**src/rtl/fwd_scoreboard_pkg.sv**
```systemverilog
// Shared opcodes, scoreboard entry layout and decode helpers for the forwarding scoreboard.
package fwd_scoreboard_pkg;

  localparam logic [6:0] OPC_RTYPE  = 7'b0110011;
  localparam logic [6:0] OPC_ITYPE  = 7'b0010011;
  localparam logic [6:0] OPC_LOAD   = 7'b0000011;
  localparam logic [6:0] OPC_STORE  = 7'b0100011;
  localparam logic [6:0] OPC_BRANCH = 7'b1100011;
  localparam logic [6:0] OPC_JAL    = 7'b1101111;
  localparam logic [6:0] OPC_JALR   = 7'b1100111;
  localparam logic [6:0] OPC_LUI    = 7'b0110111;
  localparam logic [6:0] OPC_AUIPC  = 7'b0010111;
  localparam logic [6:0] OPC_CSR    = 7'b1110011;

  typedef struct packed {
    logic       valid;
    logic [4:0] rd;
    logic       is_load;
  } sb_entry_t;

  function automatic logic opc_writes_rd(input logic [6:0] opc);
    return (opc == OPC_RTYPE) || (opc == OPC_ITYPE) || (opc == OPC_AUIPC) ||
           (opc == OPC_LUI)   || (opc == OPC_LOAD)  || (opc == OPC_JAL)   ||
           (opc == OPC_JALR)  || (opc == OPC_CSR);
  endfunction

  // CSR immediate forms (func3[2]=1) carry a zimm in the rs1 field, not a register.
  function automatic logic opc_uses_rs1(input logic [6:0] opc, input logic [2:0] func3);
    return (opc == OPC_RTYPE) || (opc == OPC_STORE) || (opc == OPC_BRANCH) ||
           (opc == OPC_ITYPE) || (opc == OPC_LOAD)  || (opc == OPC_JALR)   ||
           ((opc == OPC_CSR) && !func3[2]);
  endfunction

  function automatic logic opc_uses_rs2(input logic [6:0] opc);
    return (opc == OPC_RTYPE) || (opc == OPC_STORE) || (opc == OPC_BRANCH);
  endfunction

endpackage

```
**src/rtl/fwd_scoreboard_match.sv**
```systemverilog
// Priority compare of one source register against every in-flight writer; youngest entry wins.
module fwd_match
  import fwd_scoreboard_pkg::*;
#(
  parameter int DEPTH      = 2,
  parameter int LOAD_READY = 1,
  parameter int SELW       = 2
) (
  input  sb_entry_t [DEPTH-1:0] entries,
  input  logic [4:0]            rs,
  input  logic                  use_rs,
  output logic [SELW-1:0]       sel,
  output logic                  hit_load_early
);

  // Scan oldest to youngest so the last assignment is the smallest matching index.
  always_comb begin
    sel            = '0;
    hit_load_early = 1'b0;
    for (int k = DEPTH - 1; k >= 0; k--) begin
      if (use_rs && (rs != 5'd0) && entries[k].valid && (entries[k].rd == rs)) begin
        sel            = SELW'(k + 1);
        hit_load_early = entries[k].is_load && (k < LOAD_READY);
      end
    end
  end

endmodule

```
**src/rtl/fwd_scoreboard.sv**
```systemverilog
// Shift-register scoreboard of in-flight writers producing per-source forward selects.
// Define LOAD_STALL_EN to stall decode on a load-use hazard; otherwise stall is tied low.
module fwd_scoreboard
  import fwd_scoreboard_pkg::*;
#(
  parameter  int DEPTH        = 2,
  parameter  int LOAD_READY   = 1,
  parameter  int FLUSH_STAGES = 1,
  localparam int SELW         = $clog2(DEPTH + 1)
) (
  input  logic            clk,
  input  logic            rst,
  input  logic            en,
  input  logic            flush,
  input  logic            s1_valid,
  input  logic [31:0]     instruction_s1,
  input  logic            bp_enable,
  output logic [SELW-1:0] fwd_sel_1,
  output logic [SELW-1:0] fwd_sel_2,
  output logic            stall,
  output logic            label_sel
);

  sb_entry_t [DEPTH-1:0] entry_reg;
  sb_entry_t [DEPTH-1:0] entry_next;

  logic [6:0] opc;
  logic [4:0] rd;
  logic [2:0] func3;
  logic [4:0] rs1;
  logic [4:0] rs2;
  logic       writer;
  logic       use_rs1;
  logic       use_rs2;

  assign opc     = instruction_s1[6:0];
  assign rd      = instruction_s1[11:7];
  assign func3   = instruction_s1[14:12];
  assign rs1     = instruction_s1[19:15];
  assign rs2     = instruction_s1[24:20];
  assign writer  = opc_writes_rd(opc) && (rd != 5'd0);
  assign use_rs1 = s1_valid && opc_uses_rs1(opc, func3);
  assign use_rs2 = s1_valid && opc_uses_rs2(opc);

  assign label_sel = bp_enable && (opc == OPC_BRANCH);

  logic [SELW-1:0] sel_1_raw;
  logic [SELW-1:0] sel_2_raw;
  logic            hit_1_early;
  logic            hit_2_early;

  fwd_match #(.DEPTH(DEPTH), .LOAD_READY(LOAD_READY), .SELW(SELW)) u_match_rs1 (
    .entries        (entry_reg),
    .rs             (rs1),
    .use_rs         (use_rs1),
    .sel            (sel_1_raw),
    .hit_load_early (hit_1_early)
  );

  fwd_match #(.DEPTH(DEPTH), .LOAD_READY(LOAD_READY), .SELW(SELW)) u_match_rs2 (
    .entries        (entry_reg),
    .rs             (rs2),
    .use_rs         (use_rs2),
    .sel            (sel_2_raw),
    .hit_load_early (hit_2_early)
  );

`ifdef LOAD_STALL_EN
  // A source waiting on an unready load must not pick up a stale forward.
  assign stall     = hit_1_early || hit_2_early;
  assign fwd_sel_1 = hit_1_early ? '0 : sel_1_raw;
  assign fwd_sel_2 = hit_2_early ? '0 : sel_2_raw;
`else
  logic unused_hits;
  assign unused_hits = hit_1_early ^ hit_2_early;
  assign stall       = 1'b0;
  assign fwd_sel_1   = sel_1_raw;
  assign fwd_sel_2   = sel_2_raw;
`endif

  // Entry 0 records s1 (bubble on stall); older entries shift; flush kills the young ones.
  genvar gi;
  generate
    for (gi = 0; gi < DEPTH; gi++) begin : g_next
      sb_entry_t shifted;
      if (gi == 0) begin : g_head
        assign shifted.valid   = s1_valid && writer && !stall;
        assign shifted.rd      = rd;
        assign shifted.is_load = (opc == OPC_LOAD);
      end else begin : g_tail
        assign shifted = entry_reg[gi-1];
      end
      assign entry_next[gi].valid   = shifted.valid && !(flush && (gi < FLUSH_STAGES));
      assign entry_next[gi].rd      = shifted.rd;
      assign entry_next[gi].is_load = shifted.is_load;
    end
  endgenerate

  always_ff @(posedge clk) begin
    if (rst) begin
      entry_reg <= '0;
    end else if (en) begin
      entry_reg <= entry_next;
    end
  end

endmodule
```
**config.mk**
```make
export PLATFORM = sky130hd
export DESIGN_NAME = fwd_scoreboard
export DESIGN_NICKNAME = d
export VERILOG_FILES = /design/src/rtl/fwd_scoreboard_pkg.sv /design/src/rtl/fwd_scoreboard_match.sv /design/src/rtl/fwd_scoreboard.sv
export SDC_FILE = /design/constraint.sdc
export NUM_CORES = 1
export LEC_CHECK = 0
export ABC_AREA = 1
export BUFFER_PORTS_ARGS = -buffer_cell sky130_fd_sc_hd__buf_2
export CORE_ASPECT_RATIO = 0.9
export CORE_MARGIN = 1
export CORE_UTILIZATION = 40
export CTS_BUF_LIST = sky130_fd_sc_hd__clkbuf_4 sky130_fd_sc_hd__clkbuf_8 sky130_fd_sc_hd__clkbuf_16
export DETAILED_ROUTE_END_ITERATION = 6
export GPL_ROUTABILITY_DRIVEN = 1
export PLACE_DENSITY = 0.68
export SYNTH_ARGS = -nofsm -noshare
export SYNTH_HDL_FRONTEND = slang
export SYNTH_HIERARCHICAL = 1
export SYNTH_SLANG_ARGS = --single-unit
```
**constraint.sdc**
```tcl
create_clock -name clk -period 1.3 [get_ports clk]
set_input_delay 0.195 -clock clk [delete_from_list [all_inputs] [get_ports clk]]
set_output_delay 0.195 -clock clk [all_outputs]
set_load 0.01 [all_outputs]
```
==> summary.md, run 1 <==
| Metric | Value |
|---|---|
| Initial DRC count | `24` |
| Clock power frac | `0.244` |
| Endpoints failing setup | `4` |
| Syn Inst Count | `200` |
| Total CTS buffers | `3` |
| Failing checks | `setup timing` |
| Synth warnings | `6` |
| Combinational fraction of design power | `0.296` |
| Mapped Area | `0.00106 sq mm` |
| DRC Markers | `0` |
| Worst r2r src | `entry_next[12]$_SDFFE_PP0P_` |
| Final Critical Period | `1.43 ns` |
| Synthesis-to-finish area growth | `30.7%` |
| CTS sink count | `12` |
| CTS Root Cell | `clkbuf_4` |
| Slowest-stage cell, CP | `dfxtp_4` |
| Routed len/inst | `8.41 um` |
| IO Count | `44` |
| Area of the multi-input gates | `647 sq um` |
| Setup crit end kind | `output port` |
| Unrepaired setup endpoints after global routing | `yes` |
| Crit start category | `flip-flop` |
| TNS Setup | `-0.399 ns` |
| Max Freq | `701 MHz` |
| Layout cells sized above 1 | `0.339` |
| Clk buf depth | `2` |
| Final wirelength | `2300 um` |
| DR pass1 iterations | `4` |
| Sequential cell area | `265 sq um` |
| R2R Setup Slk | `0.48 ns` |
| Critical path class | `reg -> out` |
| GP Congestion | `0.854` |
| TritonCTS clock tree | `done` |
| Mean Syn Cell Area | `5.32 sq um` |
| Dpl hpwl | `1910 um` |
| Max Cap Viol | `0` |
| Core area | `0.00249 sq mm` |
| PortBufs | `33` |
| Filler cell count | `265` |
| Most frequent CP cell | `nand2_1` |
| Commonest non-fill, non-tap cell in the layout | `nand2_1` |
| Num rows | `17` |
| Int Power | `0.621 mW` |
| Final hold vios | `0` |
| Mapped Nets | `238` |
| Starting density of the core | `0.427` |
| Critical path buffers and inverters | `3` |
| Status | `complete, but fails checks` |
| Initial antenna violation count | `0` |
| Max VDD drop | `0.674 mV` |
| Largest net degree at the start of global routing | `15` |
| Data required, critical path | `1.11 ns` |
| # nets final | `285` |
| First-pass GRT wire length | `4170 um` |
| NetSw | `0.289 mW` |
| Vias/cell | `4.43` |
| Die H | `50.9 um` |
| Hold_buf cts | `0` |
| Sequential share of power | `0.460` |
| Critical path, cell by cell | `inv_1 > nand2_1 > nand2_1 > nor2_1 > nand2_1 > nor2_1 > nand3_1 > inv_1 > buf_2` |
| Worst-path maximum fanout | `5` |
| Reg2Reg Depth | `3` |
| Via count | `1209` |
| Final WS setup | `-0.127 ns` |
| Tot GR Track Use | `0.182` |
| Diodes inserted | `0` |
| GRT overflow | `0` |
| Vias in the first global route | `1044` |
| CP Launch Point | `entry_reg[9]$_SDFFE_PP0P_` |
| Die area | `0.00287 sq mm` |
| HP Class | `in -> reg` |
| Critical Path Stages | `9` |
| CTS clk-pin slew, worst paths | `0.07 ns` |
| Die W | `56.4 um` |
| Sw Share | `0.318` |
| Final cycle utilization of the critical path | `1.10` |
| Fin Hold WS | `0.0951 ns` |
| Max-slew violation count | `0` |
| Worst-skew pair later-pin latency | `0.26 ns` |
| Pwr Density | `655 mW/mm^2` |
| Worst R2R End | `entry_next[12]$_SDFFE_PP0P_` |
| Antenna-violating nets left | `0` |
| H-tree levels | `1` |
| Critical Path End | `fwd_sel_2[1]` |
| Static leakage | `0.787 nW` |
| Commonest cells after routing, fill and taps aside | `nand2_1 (63), nor2_1 (34), buf_2 (33)` |
| Clock Skew | `0.000855 ns` |
| CP max stage delay | `0.37 ns` |
| CP Data Arrival Time | `1.23 ns` |
| Crit path max-delay family | `simple AND/OR/NAND/NOR gates` |
worst reg2reg max path, stage by stage (launching register included):
cell	delay [ns]
dfxtp_4	0.37
buf_4	0.14
o21ai_0	0.16
nor2_1	0.06
what timing repair did:
item / CTS / global route
gates resized for setup: 15 / 8
setup endpoints to repair: 4 / 4
endpoints found under the hold margin: 0 / 0
pin swaps: 6 / 5
buffers inserted: 2 / 0
through the flow:
step                area (sq um)  total power [mW]  setup WS, ns  utilization  cells
floorplan                   1060             0.578         0.207            -    200
global placement            1320             0.685       -0.0735        0.529    268
detailed placement          1320             0.686       -0.0778        0.529    268
CTS                         1380             0.916        -0.152        0.553    273
global route                1390             0.983        -0.249        0.559    273
finish                      1390             0.910        -0.127        0.559    273
worst min-delay path by stage:
stage | cells after the start | from | slack [ns] | endpoint
after CTS | 2 | rst | 0.09 | entry_next[13]$_SDFFE_PP0P_
final | 2 | rst | 0.1 | entry_next[13]$_SDFFE_PP0P_
after global placement | 2 | rst | 0.38 | entry_next[13]$_SDFFE_PP0P_
after floorplan | 1 | rst | 0.26 | entry_next[13]$_SDFFE_PP0P_
after global routing | 2 | rst | 0.08 | entry_next[13]$_SDFFE_PP0P_
after detailed placement | 2 | rst | 0.37 | entry_next[13]$_SDFFE_PP0P_
power by group through the flow:
stage | Clock, mW | Sequential (mW) | Combinational [mW]
global placement | 0 | 0.429 | 0.256
finish | 0.222 | 0.418 | 0.269
CTS | 0.230 | 0.420 | 0.266
global route | 0.244 | 0.424 | 0.314
floorplan | 0 | 0.419 | 0.159
detailed placement | 0 | 0.429 | 0.257
layout make-up:
type	count	share of cell area
Tap cell	28	0.0252
Timing Repair Buffer	46	0.189
Sequential cell	12	0.191
Multi-Input combinational cell	142	0.465
Inverter	42	0.113
Clock buffer	3	0.0162
metal layers:
metal	up-vias	part of all wire	track usage
met5	-	0	0
met1	500	0.56	0.259
met3	2	0.027	0.00759
met4	0	0.0035	0.0732
met2	18	0.41	0.292
li1	689	-	-
No activity file was read; power rests on OpenSTA's default activity.
==> inputs of run 2 (changes only) <==
==> constraint.sdc (replaced) <==
create_clock -name clk -period 1.6 [get_ports clk]
set_input_delay 0.24 -clock clk [delete_from_list [all_inputs] [get_ports clk]]
set_output_delay 0.24 -clock clk [all_outputs]
set_load 0.01 [all_outputs]
==> summary.md, run 2 (synthesis results as in run 1) <==
| Metric | Value |
|---|---|
| Status | `finished, final reports clean` |
| H-tree levels | `1` |
| Routed len/inst | `8.75 um` |
| DRC Markers | `0` |
| Worst-path maximum fanout | `5` |
| Area of the multi-input gates | `652 sq um` |
| TritonCTS clock tree | `done` |
| PortBufs | `33` |
| Hold Startpoint | `rst` |
| Initial antenna violation count | `0` |
| NetSw | `0.237 mW` |
| Setup crit end kind | `output port` |
| Final Non-Filler Cells | `262` |
| HP Class | `in -> reg` |
| Hold_buf cts | `0` |
| Core area | `0.00249 sq mm` |
| Die W | `56.4 um` |
| GP Congestion | `0.800` |
| Final Core Density | `0.525` |
| Hold path cells | `2` |
| Tot GR Track Use | `0.173` |
| Data required, critical path | `1.36 ns` |
| Sequential share of power | `0.442` |
| Clock power frac | `0.305` |
| Synthesis-to-finish area growth | `22.8%` |
| Die area | `0.00287 sq mm` |
| Clk buf depth | `2` |
| Crit start category | `flip-flop` |
| Diodes inserted | `0` |
| Antenna-violating nets left | `0` |
| Combinational fraction of design power | `0.253` |
| Worst r2r src | `entry_reg[8]$_SDFFE_PP0P_` |
| First-pass GRT wire length | `3910 um` |
| Die H | `50.9 um` |
| Layout cells sized above 1 | `0.303` |
| Final wirelength | `2290 um` |
| CTS clk-pin slew, worst paths | `0.08 ns` |
| Max-slew violation count | `0` |
| Endpoints failing setup | `0` |
| Total power | `0.777 mW` |
| DR pass1 iterations | `4` |
| Clock Skew | `0.00370 ns` |
| Filler cell count | `267` |
| Post-route cell area | `0.00131 sq mm` |
| IO Count | `44` |
| Sw Share | `0.305` |
| Unrepaired setup endpoints after global routing | `yes` |
| Pwr Density | `595 mW/mm^2` |
| Dpl cells | `257` |
| Max Cap Viol | `0` |
| Num rows | `17` |
| Vias in the first global route | `960` |
| Via count | `1166` |
| Total CTS buffers | `3` |
| Post-Place Cell Area | `0.00123 sq mm` |
| Starting density of the core | `0.427` |
| GRT overflow | `0` |
| Max Freq | `659 MHz` |
| Critical path class | `reg -> out` |
| # nets final | `273` |
| TNS Setup | `0 ns` |
| Worst R2R End | `entry_reg[8]$_SDFFE_PP0P_` |
| Int Power | `0.540 mW` |
| Worst-skew pair later-pin latency | `0.27 ns` |
| CTS Root Cell | `clkbuf_4` |
| Reg2Reg Depth | `3` |
| R2R Setup Slk | `0.86 ns` |
| Hold Path End | `entry_next[13]$_SDFFE_PP0P_` |
| Final Critical Period | `1.52 ns` |
| Final cycle utilization of the critical path | `0.949` |
| Final hold vios | `0` |
| Max VDD drop | `0.450 mV` |
| Vias/cell | `4.45` |
| Sequential cell area | `253 sq um` |
| Commonest cells after routing, fill and taps aside | `nand2_1 (60), nor2_1 (35), buf_2 (33)` |
| Commonest non-fill, non-tap cell in the layout | `nand2_1` |
| Initial DRC count | `45` |
| Dpl hpwl | `1880 um` |
| Largest net degree at the start of global routing | `17` |
| Static leakage | `0.736 nW` |
| CP Data Arrival Time | `1.28 ns` |
| CTS sink count | `12` |
==> run 2: power by group through the flow <==
| stage | clock network (mW) | logic [mW] | registers, mW |
|---|---|---|---|
| 3_5_place_dp | 0 | 0.188 | 0.349 |
| 4_1_cts | 0.246 | 0.189 | 0.342 |
| 5_1_grt | 0.262 | 0.227 | 0.348 |
| 2_1_floorplan | 0 | 0.130 | 0.340 |
| 3_3_place_gp | 0 | 0.187 | 0.349 |
| 6_report | 0.237 | 0.197 | 0.344 |
==> run 2: how the worst max path moves through the flow <==
stage	to	cells after the start	slack, ns	startpoint
final	fwd_sel_2[1]	9	0.08	entry_reg[9]$_SDFFE_PP0P_
after global routing	fwd_sel_2[1]	9	-0.05	entry_reg[11]$_SDFFE_PP0P_
after CTS	fwd_sel_2[1]	8	0.007	entry_next[12]$_SDFFE_PP0P_
after detailed placement	fwd_sel_1[1]	12	0.16	instruction_s1[6]
after global placement	fwd_sel_1[1]	13	0.17	instruction_s1[6]
after floorplan	fwd_sel_1[1]	10	0.42	instruction_s1[1]
==> run 2: metal layers <==
metal | part of all wire | up-vias | GRT usage
li1 | - | 659 | -
met1 | 0.55 | 483 | 0.240
met2 | 0.41 | 22 | 0.276
met3 | 0.030 | 2 | 0.0152
met4 | 0.0057 | 0 | 0.0732
met5 | 0 | - | 0
==> run 2: layout make-up <==
type,count,share of cell area
clock buffer,4,0.0278
inverter,42,0.121
multi-input combinational,142,0.499
sequential,12,0.193
tap,28,0.0268
timing repair buffer,34,0.132
==> run 2: critical path, stage by stage (launching register included) <==
cell and delay (ns):
dfxtp_4 0.38, inv_2 0.04, nand2_2 0.05, nand2_2 0.04
nor2_2 0.09, nand2_1 0.07, nor2_1 0.10, nand3_1 0.08
inv_1 0.05, buf_2 0.12
==> run 2: metrics by stage <==
stage,hold slack (ns),worst slack (ns)
2_1_floorplan,0.302,0.417
3_3_place_gp,0.423,0.174
3_5_place_dp,0.428,0.158
4_1_cts,0.139,0.00673
5_1_grt,0.139,-0.0528
6_report,0.150,0.0816
==> run 2: repair_timing <==
item / 4_1_cts / 5_1_grt
setup buffers: 0 / 1
resized for setup: 0 / 18
endpoints found under the setup margin: 0 / 4
